File: src/rtl/rd_fwft_out_stage.sv
// Read-side output stage of the async FIFO: issues memory reads against the
// registered empty flag and presents the data as a FWFT valid/ready stream.
module rd_fwft_out_stage #(
  parameter int unsigned WIDTH = 8
) (
  input  logic             i_RD_clk,
  input  logic             i_RD_rst,
  input  logic             i_Empty,
  output logic             o_RD_En,
  input  logic [WIDTH-1:0] i_RD_Data,
  output logic             o_Valid,
  input  logic             i_Ready,
  output logic [WIDTH-1:0] o_Data,
  output logic [1:0]       o_Count
);

  logic [1:0]       occ;
  logic             infl;
  logic [WIDTH-1:0] head;
  logic [WIDTH-1:0] tail;

  logic             pop;
  logic [1:0]       in_use;
  logic [1:0]       occ_after_pop;

  always_comb begin
    pop           = (occ != 2'd0) & i_Ready;
    in_use        = occ + {1'b0, infl};
    occ_after_pop = occ - {1'b0, pop};
    // A read is only issued when its data is guaranteed a free slot on arrival.
    o_RD_En       = ~i_RD_rst & ~i_Empty & ((in_use < 2'd2) | pop);
  end

  always_ff @(posedge i_RD_clk) begin
    if (i_RD_rst) begin
      occ  <= '0;
      infl <= 1'b0;
      head <= '0;
      tail <= '0;
    end else begin
      infl <= o_RD_En;
      occ  <= occ_after_pop + {1'b0, infl};
      if (pop && (occ == 2'd2)) begin
        head <= tail;
      end
      // Arriving word lands in the first slot left free after this cycle's pop.
      if (infl) begin
        if (occ_after_pop == 2'd0) begin
          head <= i_RD_Data;
        end else begin
          tail <= i_RD_Data;
        end
      end
    end
  end

  assign o_Valid = (occ != 2'd0);
  assign o_Data  = head;
  assign o_Count = occ;

endmodule
File: config.mk
export PLATFORM = sky130hd
export DESIGN_NAME = rd_fwft_out_stage
export DESIGN_NICKNAME = d
export VERILOG_FILES = /design/src/rtl/rd_fwft_out_stage.sv
export SDC_FILE = /design/constraint.sdc
export NUM_CORES = 1
export LEC_CHECK = 0
export CORE_UTILIZATION = 46
export DETAILED_ROUTE_END_ITERATION = 7
export GPL_ROUTABILITY_DRIVEN = 0
export PLACE_DENSITY = 0.77
export SLEW_MARGIN = 25
export SYNTH_ARGS = -nofsm -noshare
export SYNTH_HDL_FRONTEND = slang
export SYNTH_SLANG_ARGS = --single-unit
File: constraint.sdc
create_clock -name i_RD_clk -period 2.1 [get_ports i_RD_clk]
set_input_delay 0.315 -clock i_RD_clk [delete_from_list [all_inputs] [get_ports i_RD_clk]]
set_output_delay 0.315 -clock i_RD_clk [all_outputs]
set_load 0.05 [all_outputs]
After elaboration in Yosys (flattened, before gate mapping)
Index checks and enable logic that the tools add are counted.

Output and inout bits: 12. Memory bits (read-only): 0. Logic and storage cells: 23. Memories: 0. Flip-flop bits (word level): 19. Bits in writable memories: 0. Bits in latches: 0.

Divide/modulo/power cells: 0. Shift operators: 0. $mul: 0. Equal/unequal tests: 1. Bitwise operators: 7. $lt $le $gt $ge: 1. Reductions and logical operators: 4. Multiplexer cells: 3. Add/subtract/negate cells: 3.

Operators by type and width (number): $mux 8 (3); $add 2x1->2 (2); $and 1x1->1 (3); $not 1->1 (3); $eq 2x2->1 const B (1); $logic_not 2->1 (1); $lt 2x2->1 const B (1); $reduce_and 2->1 (1); $reduce_bool 2->1 (1); $sub 2x1->2 (1); $logic_and 1x1->1 (1); $or 1x1->1 (1).

Logic depth before layout (Yosys ltp)
Gate-level depths: netlist (run 1).

Depth after elaboration: 6. Depth in mapped cells: 9.

Worst setup path before layout (run 1)
No wires, ideal clock.

Kind: register -> register. From: register occ[1] (netlist: o_Count[1]). To: register occ[1] (netlist: o_Count[1]). Clock period less this slack: 2359 ps. Data arrival time: 2281 ps. Data required time: 2022 ps. Cell stages (with the launch flop): 10. Slack: -259 ps. Library setup time: 78 ps. Path buffers: 1. Cell sequence: dfxtp_1 buf_6 or2_1 and2_1 ha_1 inv_1 ha_1 xor2_1 and2_1 nor3_1.

Word-level cells in the longest chain between the ends: 4.

Ends and longest elaborated chain: start: declaration (line 17) `logic [1:0] occ;`; start signal: assignment (line 42) `occ <= occ_after_pop + {1'b0, infl};`; $reduce_bool 2->1; via o_Valid (line 11) `output logic o_Valid,`; $and 1x1->1 (line 27) `pop = (occ != 2'd0) & i_Ready;`; $sub 2x1->2 (line 29) `occ_after_pop = occ - {1'b0, pop};`; $add 2x1->2 (line 42).

The timed path passes the listed nets, and every way through them passes these cells. A chain may end at the register's enable or synchronous reset.

Worst setup path in the final report (run 1)
From: register occ[1] (netlist: o_Count[1]). To: output o_Valid.

Word-level cells in the longest chain between the ends: 1.

Ends and longest elaborated chain: $reduce_bool 2->1 (line 57) `assign o_Valid = (occ != 2'd0);`; end: declaration (line 11).

Every way passes these cells.

==> results of run 1 <==
==> stage by stage <==
stage               utilization  hold WS [ns]  instance area (sq um)
floorplan                     -         0.439                    878
global placement          0.642         0.462                   1120
detailed placement        0.642         0.474                   1120
CTS                       0.657         0.487                   1150
global route              0.657         0.505                   1150
finish                    0.657         0.485                   1150
==> sequential cells by signal (all words and copies together) (netlist names) <==
signal   count
infl         1
o_Count      2
o_Data       8
tail         8
==> cells by family after synthesis <==
logic type                 count (synthesis)  share of synthesized area
DFF                                       19                      0.436
and+or+nand+nor                           45                      0.254
adders and majority gates                  2                     0.0286
buffers and inverters                     10                     0.0731
xor gates and xnor gates                   2                     0.0201
AOI/OAI and AO/OA                         26                      0.189
==> final timing paths <==
kind / start / to / slack (ns)
hold / removal: o_Data[6]$_SDFF_PP0_ / o_Data[6]$_SDFF_PP0_ / 0.48
setup / recovery: o_Count[1]$_SDFF_PP0_ / o_Valid / 0.13
hold reg to reg: o_Data[6]$_SDFF_PP0_ / o_Data[6]$_SDFF_PP0_ / 0.48
setup reg to reg: o_Count[1]$_SDFF_PP0_ / o_Count[1]$_SDFF_PP0_ / 0.21
==> cells in the mapped netlist <==
library cell / instances
ha_1: 2
and3b_1: 1
buf_6: 3
or2_1: 1
and2b_1: 1
inv_1: 2
dfxtp_1: 19
nand2_1: 17
o21a_1: 2
clkbuf_2: 1
nand3b_1: 1
and2_1: 2
inv_2: 1
a21oi_1: 8
nand3_1: 8
nor3_1: 1
o21ai_1: 8
nor2b_1: 1
a311oi_1: 8
nand2b_1: 1
xor2_1: 2
nor2_1: 10
clkbuf_1: 1
buf_2: 2
nand3b_4: 1
==> metal layers <==
metal / vias to the layer above / share of wire / track usage
met4: 0 / 0.0027 / 0.0182
met3: 2 / 0.040 / 0.0595
met1: 358 / 0.51 / 0.282
met2: 16 / 0.45 / 0.289
met5: - / 0 / 0
li1: 407 / - / -
==> report_power, final <==
part | switching (mW) | internal, mW
Clock | 0.103 | 0.0739
Combinational | 0.573 | 0.314
Sequential | 0.0683 | 0.451
==> worst min-delay path: cells and delay by family (launching register included) <==
| kind | cells | cell delay [ns] |
|---|---|---|
| AOI/OAI and AO/OA | 1 | 0.07 |
| and+or+nand+nor | 1 | 0.06 |
| DFF | 1 | 0.32 |
==> layout make-up <==
class	instances	area, sq um	share of cell area
Timing Repair Buffer	26	263	0.229
Tap cell	25	31.3	0.0273
Multi-Input combinational cell	75	432	0.377
Inverter	3	11.3	0.00983
Clock buffer	4	26.3	0.0229
Sequential cell	19	383	0.334
==> out/results.txt, run 1 <==
WL final -> 1870 um
RSZ-0062 raised after global routing -> false
clock slew at reported path FFs -> 0.09 ns
outcome -> complete, no violations
crit end category -> primary output
Worst slew margin -> 0.667
IO Count -> 24
Clock Tree Buf Depth -> 2
Max Cap Viol -> 0
Worst Hold Class -> register to register
Fill cells -> 156
Synth Register Bits -> 19
P per Cell Area -> 1380 mW/mm^2
Core Footprint -> 0.00175 sq mm
syn_nets -> 118
TNS Setup -> 0 ns
Hold Fails Final Rpt -> 0
Die X -> 45.6 um
critical-path maximum fanout -> 10
grt total ovfl -> 0
CTS Hold Bufs -> 0
Die Area -> 0.00208 sq mm
global-route usage over all layers -> 0.193
CTS tree -> yes
clock sinks -> 19
initial antenna violation count -> 0
synth unique cells -> 25
initial drt markers -> 16
Tot Pwr -> 1.58 mW
Synth area leaders -> dfxtp_1 44%, a311oi_1 8.0%, nand2_1 7.3%
Setup Crit Path Kind -> register to primary output
Reg2Reg Depth -> 8
cell leakage power -> 0.421 nW
total CTS buffers -> 3
Antenna Violating Nets Remaining -> 0
area leader, netlist -> dfxtp_1
Post-CTS Resized -> 0
largest net degree at the start of global routing -> 19
min Tclk post-route -> 1.97 ns
worst slack at placement -> 0.110 ns
Inserted Diodes -> 0
Req. time, crit path -> 1.78 ns
commonest non-fill, non-tap cell in the layout -> clkdlybuf4s50_1
post-CTS setup buffer count -> 0
Setup-failing EPs final -> 0
Skew-Pair Late Insertion Delay -> 0.29 ns
synthesized area -> 873 sq um
CP bufs+invs -> 1
top cell family by delay on the critical path -> buffers and inverters
startpoint types -> register
DP Cell Count -> 148
Ys Warns -> 0
ordered list of cells on the worst path -> or2_4 > clkdlybuf4s50_1
Levels on crit path -> 2
nets -> 142
number of global-route vias before repair -> 660
via count -> 783
drt wl/cell -> 12.3 um
slowest CP cell -> clkdlybuf4s50_1
Hold Path Depth -> 2
area delta synth->final -> 31.2%
Die Y -> 45.6 um
count of input and output buffers -> 23
crit share post-route -> 0.937
post-synth top area share -> 0.436
vias per cell -> 5.15
global-route wire length before repair -> 2910 um
WP data arrival -> 1.65 ns
largest stage delay on the critical path -> 0.79 ns
clock root cell -> clkbuf_4
sequential-to-total area share from yosys stat -> 0.436
row count -> 15
Detailed Routing Iterations Pass 1 -> 4
Max VDD drop -> 0.729 mV
Layout Cells excl Fill -> 152
syn avg cell area -> 8.40 sq um
Slew Viols, Final -> 0
most frequent cells in the layout -> 22 x clkdlybuf4s50_1, 17 x nand2_1, 17 x dfxtp_1
setup slack after layout -> 0.132 ns
Initial Util -> 0.500
fmax -> 508 MHz
dpl hpwl -> 1410 um
DRC viols -> 0
CTS H-tree lvls -> 1
Synth Instances -> 104
layout cell share with drive strength beyond 1 -> 0.0945
Final Skew -> 0.00532 ns
Tightest Pin Transition -> 0.498 ns
Power figures use the tool's default switching activity.
==> inputs of run 2 (changes only) <==
--- a/config.mk
+++ b/config.mk
@@ -5,10 +5,11 @@
 export SDC_FILE = /design/constraint.sdc
 export NUM_CORES = 1
 export LEC_CHECK = 0
+export ABC_AREA = 1
 export CORE_UTILIZATION = 46
 export DETAILED_ROUTE_END_ITERATION = 7
 export GPL_ROUTABILITY_DRIVEN = 0
-export PLACE_DENSITY = 0.77
+export PLACE_DENSITY = 0.76
 export SLEW_MARGIN = 25
 export SYNTH_ARGS = -nofsm -noshare
 export SYNTH_HDL_FRONTEND = slang
==> constraint.sdc (replaced) <==
create_clock -name i_RD_clk -period 2.1 [get_ports i_RD_clk]
set_input_delay 0.315 -clock i_RD_clk [delete_from_list [all_inputs] [get_ports i_RD_clk]]
set_output_delay 0.315 -clock i_RD_clk [all_outputs]
set_load 0.01 [all_outputs]
==> out/results.txt, run 2 <==
outcome -> complete, no violations
most frequent cells in the layout -> 34 x nor2_1, 22 x nand2_1, 22 x clkdlybuf4s50_1
count of input and output buffers -> 23 (unchanged)
area leader, netlist -> dfxtp_1
post-synth top area share -> 0.423 (-0.0121)
Max Cap Viol -> 0 (unchanged)
total CTS buffers -> 3 (unchanged)
WP data arrival -> 1.97 ns (+0.32 ns)
Ys Warns -> 0 (unchanged)
dpl hpwl -> 1430 um (+1.8%)
largest net degree at the start of global routing -> 17 (-2)
Die Area -> 0.00213 sq mm (+2.7%)
Setup Crit Path Kind -> register to register
P per Cell Area -> 1170 mW/mm^2 (-16%)
startpoint types -> register
post-synthesis simple-gate area fraction -> 0.377 (+0.124)
via count -> 878 (+12%)
DRC viols -> 0 (unchanged)
most numerous cell in the Yosys netlist -> nor2_1
cell area after layout -> 0.00119 sq mm (+3.6%)
nets -> 172 (+21%)
Clock Tree Buf Depth -> 2 (unchanged)
Skew-Pair Late Insertion Delay -> 0.30 ns (about the same)
Slew Viols, Final -> 0 (unchanged)
initial antenna violation count -> 0 (unchanged)
grt total ovfl -> 0 (unchanged)
CTS H-tree lvls -> 1 (unchanged)
clock slew at reported path FFs -> 0.10 ns (about the same)
Synth Instances -> 131 (+26%)
Detailed Routing Iterations Pass 1 -> 4 (unchanged)
hold slack -> 0.498 ns (+0.0132 ns)
row count -> 15 (unchanged)
Post-synth top cells -> 34 x nor2_1, 22 x nand2_1, 19 x dfxtp_1
global-route usage over all layers -> 0.220 (+0.0265)
slowest CP cell -> dfxtp_1
Core Footprint -> 0.00178 sq mm (+2.2%)
Post-synth EDFFs -> 0 (unchanged)
sequential-to-total area share from yosys stat -> 0.423 (-0.0121)
Tightest Pin Transition -> 0.366 ns (-0.133 ns)
Main synth FF type -> dfxtp_1
synthesized area -> 898 sq um (+2.9%)
min Tclk post-route -> 1.78 ns (-0.192 ns)
TNS Setup -> 0 ns (unchanged)
Initial Util -> 0.504 (+0.00350)
area delta synth->final -> 32.2%
vias per cell -> 4.82 (-6.4%)
Synth area leaders -> dfxtp_1 42%, nor2_1 14%, nand2_1 9.2%
syn avg cell area -> 6.86 sq um (-18%)
largest family of logic cells by synthesized area -> simple AND/OR/NAND/NOR gates
synth unique cells -> 17 (-32%)
Synth Area in Compound Gates -> 0.0613 (-0.128)
post-layout util -> 0.666 (+0.00933)
clock sinks -> 19 (unchanged)
crit end category -> register
fmax -> 563 MHz (+11%)
WL final -> 2040 um (+8.9%)
drt wl/cell -> 11.2 um (-9.1%)
CP bufs+invs -> 3 (+2)
Synth Register Bits -> 19 (unchanged)
number of global-route vias before repair -> 724 (+9.7%)
Adder-Cell Fraction of Synth Area -> 0.0279 (-0.000798)
Worst Hold Class -> register to register
IO Count -> 24 (unchanged)
Final Skew -> 0.00664 ns (+0.00131 ns)
crit share post-route -> 0.846 (-0.0916)
cell leakage power -> 0.585 nW (+39%)
Antenna Violating Nets Remaining -> 0 (unchanged)
RSZ-0062 raised after global routing -> false
mux share of post-synthesis cell area -> 0 (unchanged)
syn_nets -> 145 (+23%)
ordered list of cells on the worst path -> inv_2 > nand2_1 > nand2_1 > inv_1 > ha_1 > inv_1 > ha_1 > or2_2 > a21oi_1 > nor2_1
top cell family by delay on the critical path -> simple AND/OR/NAND/NOR gates
Cell Area, Placed -> 0.00116 sq mm (+3.2%)
Hold Fails Final Rpt -> 0 (unchanged)
CTS tree -> yes
clock root cell -> clkbuf_4
largest stage delay on the critical path -> 0.33 ns (-0.46 ns)
Fill cells -> 160 (+2.6%)
Max VDD drop -> 0.603 mV (-17%)
Setup-failing EPs final -> 0 (unchanged)
Synth Area in XOR/XNOR -> 0.00975 (-0.0103)
commonest non-fill, non-tap cell in the layout -> nor2_1
Die X -> 46.2 um (+1.4%)
Worst slew margin -> 0.756 (+0.0888)
layout cell share with drive strength beyond 1 -> 0.0955 (+0.00105)
asr flop ratio synth -> 0 (unchanged)
Inserted Diodes -> 0 (unchanged)
Req. time, crit path -> 2.30 ns (+0.52 ns)
critical-path maximum fanout -> 4 (-6)
global-route wire length before repair -> 3280 um (+13%)
Die Y -> 46.2 um (+1.4%)
initial drt markers -> 20 (+4)
## run 2: changes by cell type after synthesis, sizes merged, moves of 3 or more
cell,delta
a311oi,-8
nand2,+6
a21oi,-5
nor2,+24
nand3,+3
inv,+12
nand4,+8
## run 2: cell families after synthesis
family / Yosys count
adder cells (fa/ha/maj): 2
AND/OR/NAND/NOR: 78
AO/OA/AOI/OAI: 11
buffers and inverters: 20
XOR/XNOR: 1
flip-flops: 19
## run 2: layout make-up
cell class / instances / area, sq um / share of cell area
inverter: 15 / 56.3 / 0.0474
tap: 25 / 31.3 / 0.0263
sequential: 19 / 382 / 0.321
clock inverter: 1 / 5.00 / 0.00421
timing repair buffer: 27 / 263 / 0.221
clock buffer: 3 / 22.5 / 0.0190
multi-input combinational: 92 / 428 / 0.360
## run 2: per-stage QoR
stage / total power [mW] / setup slack (ns) / instances
after global routing: 1.51 / 0.193 / 182
after floorplan: 0.949 / 0.190 / 131
after global placement: 1.19 / 0.0301 / 178
final: 1.38 / 0.324 / 182
after detailed placement: 1.21 / 0.0434 / 178
after CTS: 1.40 / 0.0279 / 182
## run 2: layer usage
metal | vias up | global-route usage | share of wire
li1 | 470 | - | -
met1 | 382 | 0.303 | 0.46
met2 | 24 | 0.338 | 0.49
met3 | 2 | 0.0353 | 0.041
met4 | 0 | 0.0882 | 0.0084
met5 | - | 0 | 0
## run 2: worst register-to-register path, stage by stage, from the launching register on
cell     delay [ns]
dfxtp_1        0.33
inv_2          0.09
nand2_1        0.08
nand2_1        0.09
inv_1          0.05
ha_1           0.32
inv_1          0.06
ha_1           0.19
or2_2          0.29
a21oi_1        0.13
nor2_1         0.06
## run 2: final timing paths
check / from / end / slack (ns) / depth (start not counted)
hold / removal: tail[1]$_SDFFE_PP0P_ / tail[1]$_SDFFE_PP0P_ / 0.50 / 2
setup / recovery: o_Count[1]$_SDFF_PP0_ / o_Count[1]$_SDFF_PP0_ / 0.32 / 10
setup reg to reg: o_Count[1]$_SDFF_PP0_ / o_Count[1]$_SDFF_PP0_ / 0.32 / 10
hold reg to reg: tail[1]$_SDFFE_PP0P_ / tail[1]$_SDFFE_PP0P_ / 0.50 / 2
## run 2: timing repair
| item | CTS | global route |
|---|---|---|
| setup buffers | 0 | 0 |
| resized for setup | 0 | 2 |
| hold buffers | 0 | 0 |
| endpoints found under the setup margin | 0 | 1 |
## run 2: power breakdown
group          switching [mW]  total, mW  internal (mW)  leakage, nW
registers              0.0595      0.530          0.470        0.156
clock network           0.114      0.185         0.0709       0.0177
logic                   0.359      0.670          0.311        0.412
==> RTL change 1, RTL diff (flow settings as in run 2) <==
Set the parameter `WIDTH` to 10 (it was 8).
--- a/src/rtl/rd_fwft_out_stage.sv
+++ b/src/rtl/rd_fwft_out_stage.sv
@@ -1,7 +1,7 @@
 // Read-side output stage of the async FIFO: issues memory reads against the
 // registered empty flag and presents the data as a FWFT valid/ready stream.
 module rd_fwft_out_stage #(
-  parameter int unsigned WIDTH = 8
+  parameter int unsigned WIDTH = 10
 ) (
   input  logic             i_RD_clk,
   input  logic             i_RD_rst,
Ports: changed (resized i_RD_Data and o_Data); port bits go from 24 to 28. The function was not compared with the original's and may differ.
==> RTL change 1 against run 2 <==
Cell area rose by 19%. Largest cell class unchanged. Sequential share of layout area rose by 0.54 points. Sequential power rose by 20%. Non-clock buffer count rose by 5. Count of clock-buffer cells in the layout did not move. Sequential cell count rose by 4. Highest routed layer unchanged. Critical path type is now input port to output port. Routed wire length rose by 17%. Area after synthesis rose by 22%. Total power rose by 18%. Setup slack got worse by 0.22 ns.
==> RTL change 1: results (changes against run 2) <==
- P_sw: 0.000629 W (was 0.000532 W)
- Synthesized instance count: 158 (was 131)
- Compound-cell area share of the yosys netlist: 5.95% (was 6.13%)
- DP Area: 0.00138 sq mm (was 0.00116 sq mm)
- Via Count: 1,044 (was 878)
- Wirelength per Cell: 11.1 um (was 11.2 um)
- Crit-path slowest cell: clkdlybuf4s50_1 (was dfxtp_1)
- Clock slew at reported path FFs: 0.13 ns (was 0.10 ns)
- First-pass GRT wire length: 4.13 mm (was 3.28 mm)
- Synth Area in XOR/XNOR: 0.801% (was 0.975%)
- Post-synthesis sequential area ratio: 42.1% (was 42.3%)
- Layout Nets: 203 (was 172)
- CP max stage delay: 0.55 ns (was 0.33 ns)
- Peak VDD IR: 0.570 mV (was 0.603 mV)
- Largest net degree at the start of global routing: 21 (was 17)
- Iter 0 DRT Violations: 13 (was 20)
- Worst-path fanout max: 2 (was 4)
- Dominant cells by area after synthesis: dfxtp_1 (42%), nor2_1 (14%), nand2_1 (8.6%) (was dfxtp_1 (42%), nor2_1 (14%), nand2_1 (9.2%))
- Port bufs: 27 (was 23)
- Synth Area in Adders: 2.29% (was 2.79%)
- DRC viols: 0 (unchanged)
- Worst hold margin: 0.500 ns (was 0.498 ns)
- Layout cells sized above 1: 9.68% (was 9.55%)
- Slew Limit Headroom: 73.6% (was 75.6%)
- Cells after DPL: 210 (was 178)
- DPL Wire Length: 1.69 mm (was 1.43 mm)
- Status: complete, no violations (unchanged)
- Final Skew: 0.00651 ns (was 0.00664 ns)
- Count of cell types in the netlist: 19 (was 17)
- Synthesized net count: 174 (was 145)
- Crit path DAT: 1.68 ns (was 1.97 ns)
- Root Driver: clkbuf_4 (unchanged)
- Commonest cells in the netlist: nor2_1 (42), nand2_1 (25), dfxtp_1 (23) (was nor2_1 (34), nand2_1 (22), dfxtp_1 (19))
- Gr usage total: 21.1% (was 22.0%)
- Final wirelength: 2.37 mm (was 2.04 mm)
- Leakage: 0.671 nW (was 0.585 nW)
- Initial antenna violation count: 0 (unchanged)
==> RTL change 1: per-layer routing <==
layer	up-vias	global-route usage [%]	wire length [um]
met5	-	0	0
met4	0	6.48	22
met3	4	3.94	81
met2	20	39.3	1230
met1	460	23.8	1050
li1	560	-	-
==> RTL change 1: cell type report <==
class / instances / area (sq um)
Fill cell: 224 / 825
Multi-Input combinational cell: 110 / 513
Sequential cell: 23 / 460
Timing Repair Buffer: 32 / 308
Inverter: 17 / 65.1
Tap cell: 28 / 35.0
Clock buffer: 3 / 22.5
Clock inverter: 1 / 5.00
==> RTL change 1: power groups by stage <==
stage | clock network (W) | logic (W) | registers (W)
finish | 0.000203 | 0.000797 | 0.000637
global route | 0.000225 | 0.000908 | 0.000651
CTS | 0.000215 | 0.000803 | 0.000637
detailed placement | 0 | 0.000801 | 0.000648
global placement | 0 | 0.000782 | 0.000641
floorplan | 0 | 0.000477 | 0.000684
==> RTL change 1: final timing paths <==
check                        start                     to
max                       i_RD_rst                o_RD_En
min           tail[1]$_SDFFE_PP0P_   tail[1]$_SDFFE_PP0P_
max reg2reg  o_Count[1]$_SDFF_PP0_  o_Count[1]$_SDFF_PP0_
min reg2reg   tail[1]$_SDFFE_PP0P_   tail[1]$_SDFFE_PP0P_
==> RTL change 1: through the flow <==
step           total power, W  setup WS (ns)  util [%]
2_1_floorplan         0.00116          0.267         -
4_1_cts               0.00166         0.0929      63.1
5_1_grt               0.00178         0.0459      63.1
3_3_place_gp          0.00142         0.0935      61.8
6_report              0.00164          0.104      63.1
3_5_place_dp          0.00145         0.0404      61.8
==> RTL change 1: worst max-delay path, delay by kind of cell <==
family / cells / cell delay (ns)
AO/OA/AOI/OAI: 1 / 0.12
buffers and inverters: 2 / 0.97
AND/OR/NAND/NOR: 1 / 0.29
==> RTL change 2, RTL diff (config.mk and constraints of run 2) <==
Made on the original files. Reset style: asynchronous (`i_RD_rst`), changed in one clocked block.
--- a/src/rtl/rd_fwft_out_stage.sv
+++ b/src/rtl/rd_fwft_out_stage.sv
@@ -31,7 +31,7 @@
     o_RD_En       = ~i_RD_rst & ~i_Empty & ((in_use < 2'd2) | pop);
   end
 
-  always_ff @(posedge i_RD_clk) begin
+  always_ff @(posedge i_RD_clk or posedge i_RD_rst) begin
     if (i_RD_rst) begin
       occ  <= '0;
       infl <= 1'b0;
Behaviour: differs if i_RD_rst is asserted again (counterexample within 4 cycles, from zero or initial values and one cycle with i_RD_rst high); with i_RD_rst held inactive, the same outputs for 10 cycles.
==> RTL change 2 against run 2 <==
Setup slack worse by 0.14 ns. Sequential cell count unchanged. Cell area up 7.6%. Sequential power up 15%. Area after synthesis up 11%. Register-to-register slack better by 0.07 ns. Critical path type is now flop to output port. Total power up 20%. Combinational power up 29%. Critical path depth down 7. First-iteration DRC count down 85%. Critical endpoint is now o_Valid. Routed wire length down 6.9%. Count of clock-buffer cells in the layout unchanged.
==> RTL change 2: results (changes against run 2) <==
- Reg2reg setup slack: 0.39 ns (was 0.32 ns)
- Dominant cells by area after synthesis: dfrtp_1 (48%), nand2_1 (11%), inv_1 (7.2%) (was dfxtp_1 (42%), nor2_1 (14%), nand2_1 (9.2%))
- Most common flop cell mapped by yosys: dfrtp_1 (was dfxtp_1)
- Worst-path fanout max: 11 (was 4)
- Iter 0 DRT Violations: 3 (was 20)
- DP Area: 0.00125 sq mm (was 0.00116 sq mm)
- Fill cells: 194 (was 160)
- Gr usage total: 19.4% (was 22.0%)
- Post-synthesis sequential area ratio: 47.7% (was 42.3%)
- Layout Nets: 160 (was 172)
- Top cell type's share of synthesized area: 47.7% (was 42.3%)
- First-pass GRT wire length: 3.46 mm (was 3.28 mm)
- CP max stage delay: 0.49 ns (was 0.33 ns)
- Status: complete, no violations (unchanged)
- Critical R2R Capture: o_Count[1]$_DFF_PP0_ (was o_Count[1]$_SDFF_PP0_)
- Slew Limit Headroom: 52.8% (was 75.6%)
- Commonest cells in the netlist: nand2_1 (28), dfrtp_1 (19), inv_1 (19) (was nor2_1 (34), nand2_1 (22), dfxtp_1 (19))
- Compound-cell area share of the yosys netlist: 7.79% (was 6.13%)
- Largest net degree at the start of global routing: 20 (was 17)
- Crit-path slowest cell: clkdlybuf4s50_1 (was dfxtp_1)
- Hold WC Path Type: input port to asynchronous set/reset pin (was flop to flop)
- Area grow syn2layout: 28.3% (was 32.2%)
- Setup Slack @ Placement: 0.0696 ns (was 0.0434 ns)
- Final Skew: 0.00135 ns (was 0.00664 ns)
- Final wirelength: 1.89 mm (was 2.04 mm)
- Synthesized net count: 134 (was 145)
- Number of global-route vias before repair: 819 (was 724)
- Asr flop ratio synth: 100% (was 0%)
- Layout cells sized above 1: 15.9% (was 9.55%)
- RR Startpoint: o_Count[0]$_DFF_PP0_ (was o_Count[1]$_SDFF_PP0_)
- FF-to-FF path depth: 7 (was 10)
- Count of cell types in the netlist: 20 (was 17)
- Crit path DAT: 1.60 ns (was 1.97 ns)
RTL change 2: cell type report:
type	count	area share [%]
multi-input cells	76	32.3
inverters	21	6.17
well taps	27	2.64
flip-flops and latches	19	37.3
repair buffers	25	19.4
clock buffers	3	1.76
clock inverters	1	0.392
RTL change 2: how the worst max path moves through the flow:
stage	startpoint	end	slack, ns	depth (start not counted)
6_report	o_Count[0]$_DFF_PP0_	o_Valid	0.18	3
5_1_grt	o_Count[0]$_DFF_PP0_	o_Valid	0.07	3
4_1_cts	i_RD_rst	o_RD_En	0.06	4
3_5_place_dp	i_RD_rst	o_RD_En	0.07	4
3_3_place_gp	i_RD_rst	o_RD_En	0.13	4
2_1_floorplan	o_Count[0]$_DFF_PP0_	o_Count[1]$_DFF_PP0_	0.50	8
RTL change 2: layer usage:
metal | vias to the layer above | wire (um) | GRT usage, %
met5 | - | 0 | 0
met4 | 0 | 39 | 10.3
met3 | 4 | 79 | 2.20
met2 | 19 | 905 | 33.6
met1 | 366 | 871 | 23.8
li1 | 424 | - | -
RTL change 2: power breakdown:
group	switching (W)	internal, W	leakage (nW)
Sequential	0.0000812	0.000530	0.206
Clock	0.000112	0.0000709	0.0177
Combinational	0.000461	0.000400	0.439
RTL change 2: metrics by stage:
stage / hold WS (ns) / util, % / std cells / power, W
after global placement: 0.495 / 62.3 / 168 / 0.00146
after global routing: 0.516 / 63.8 / 172 / 0.00182
after detailed placement: 0.506 / 62.3 / 168 / 0.00149
after floorplan: 0.266 / - / 120 / 0.00117
final: 0.446 / 63.8 / 172 / 0.00166
after CTS: 0.465 / 63.6 / 172 / 0.00168
RTL change 2: worst max-delay path: cells and delay by family, from the launching register on:
kind,cells,cell delay [ns]
buf+inv,2,0.78
flops,1,0.44
simple gates,1,0.09
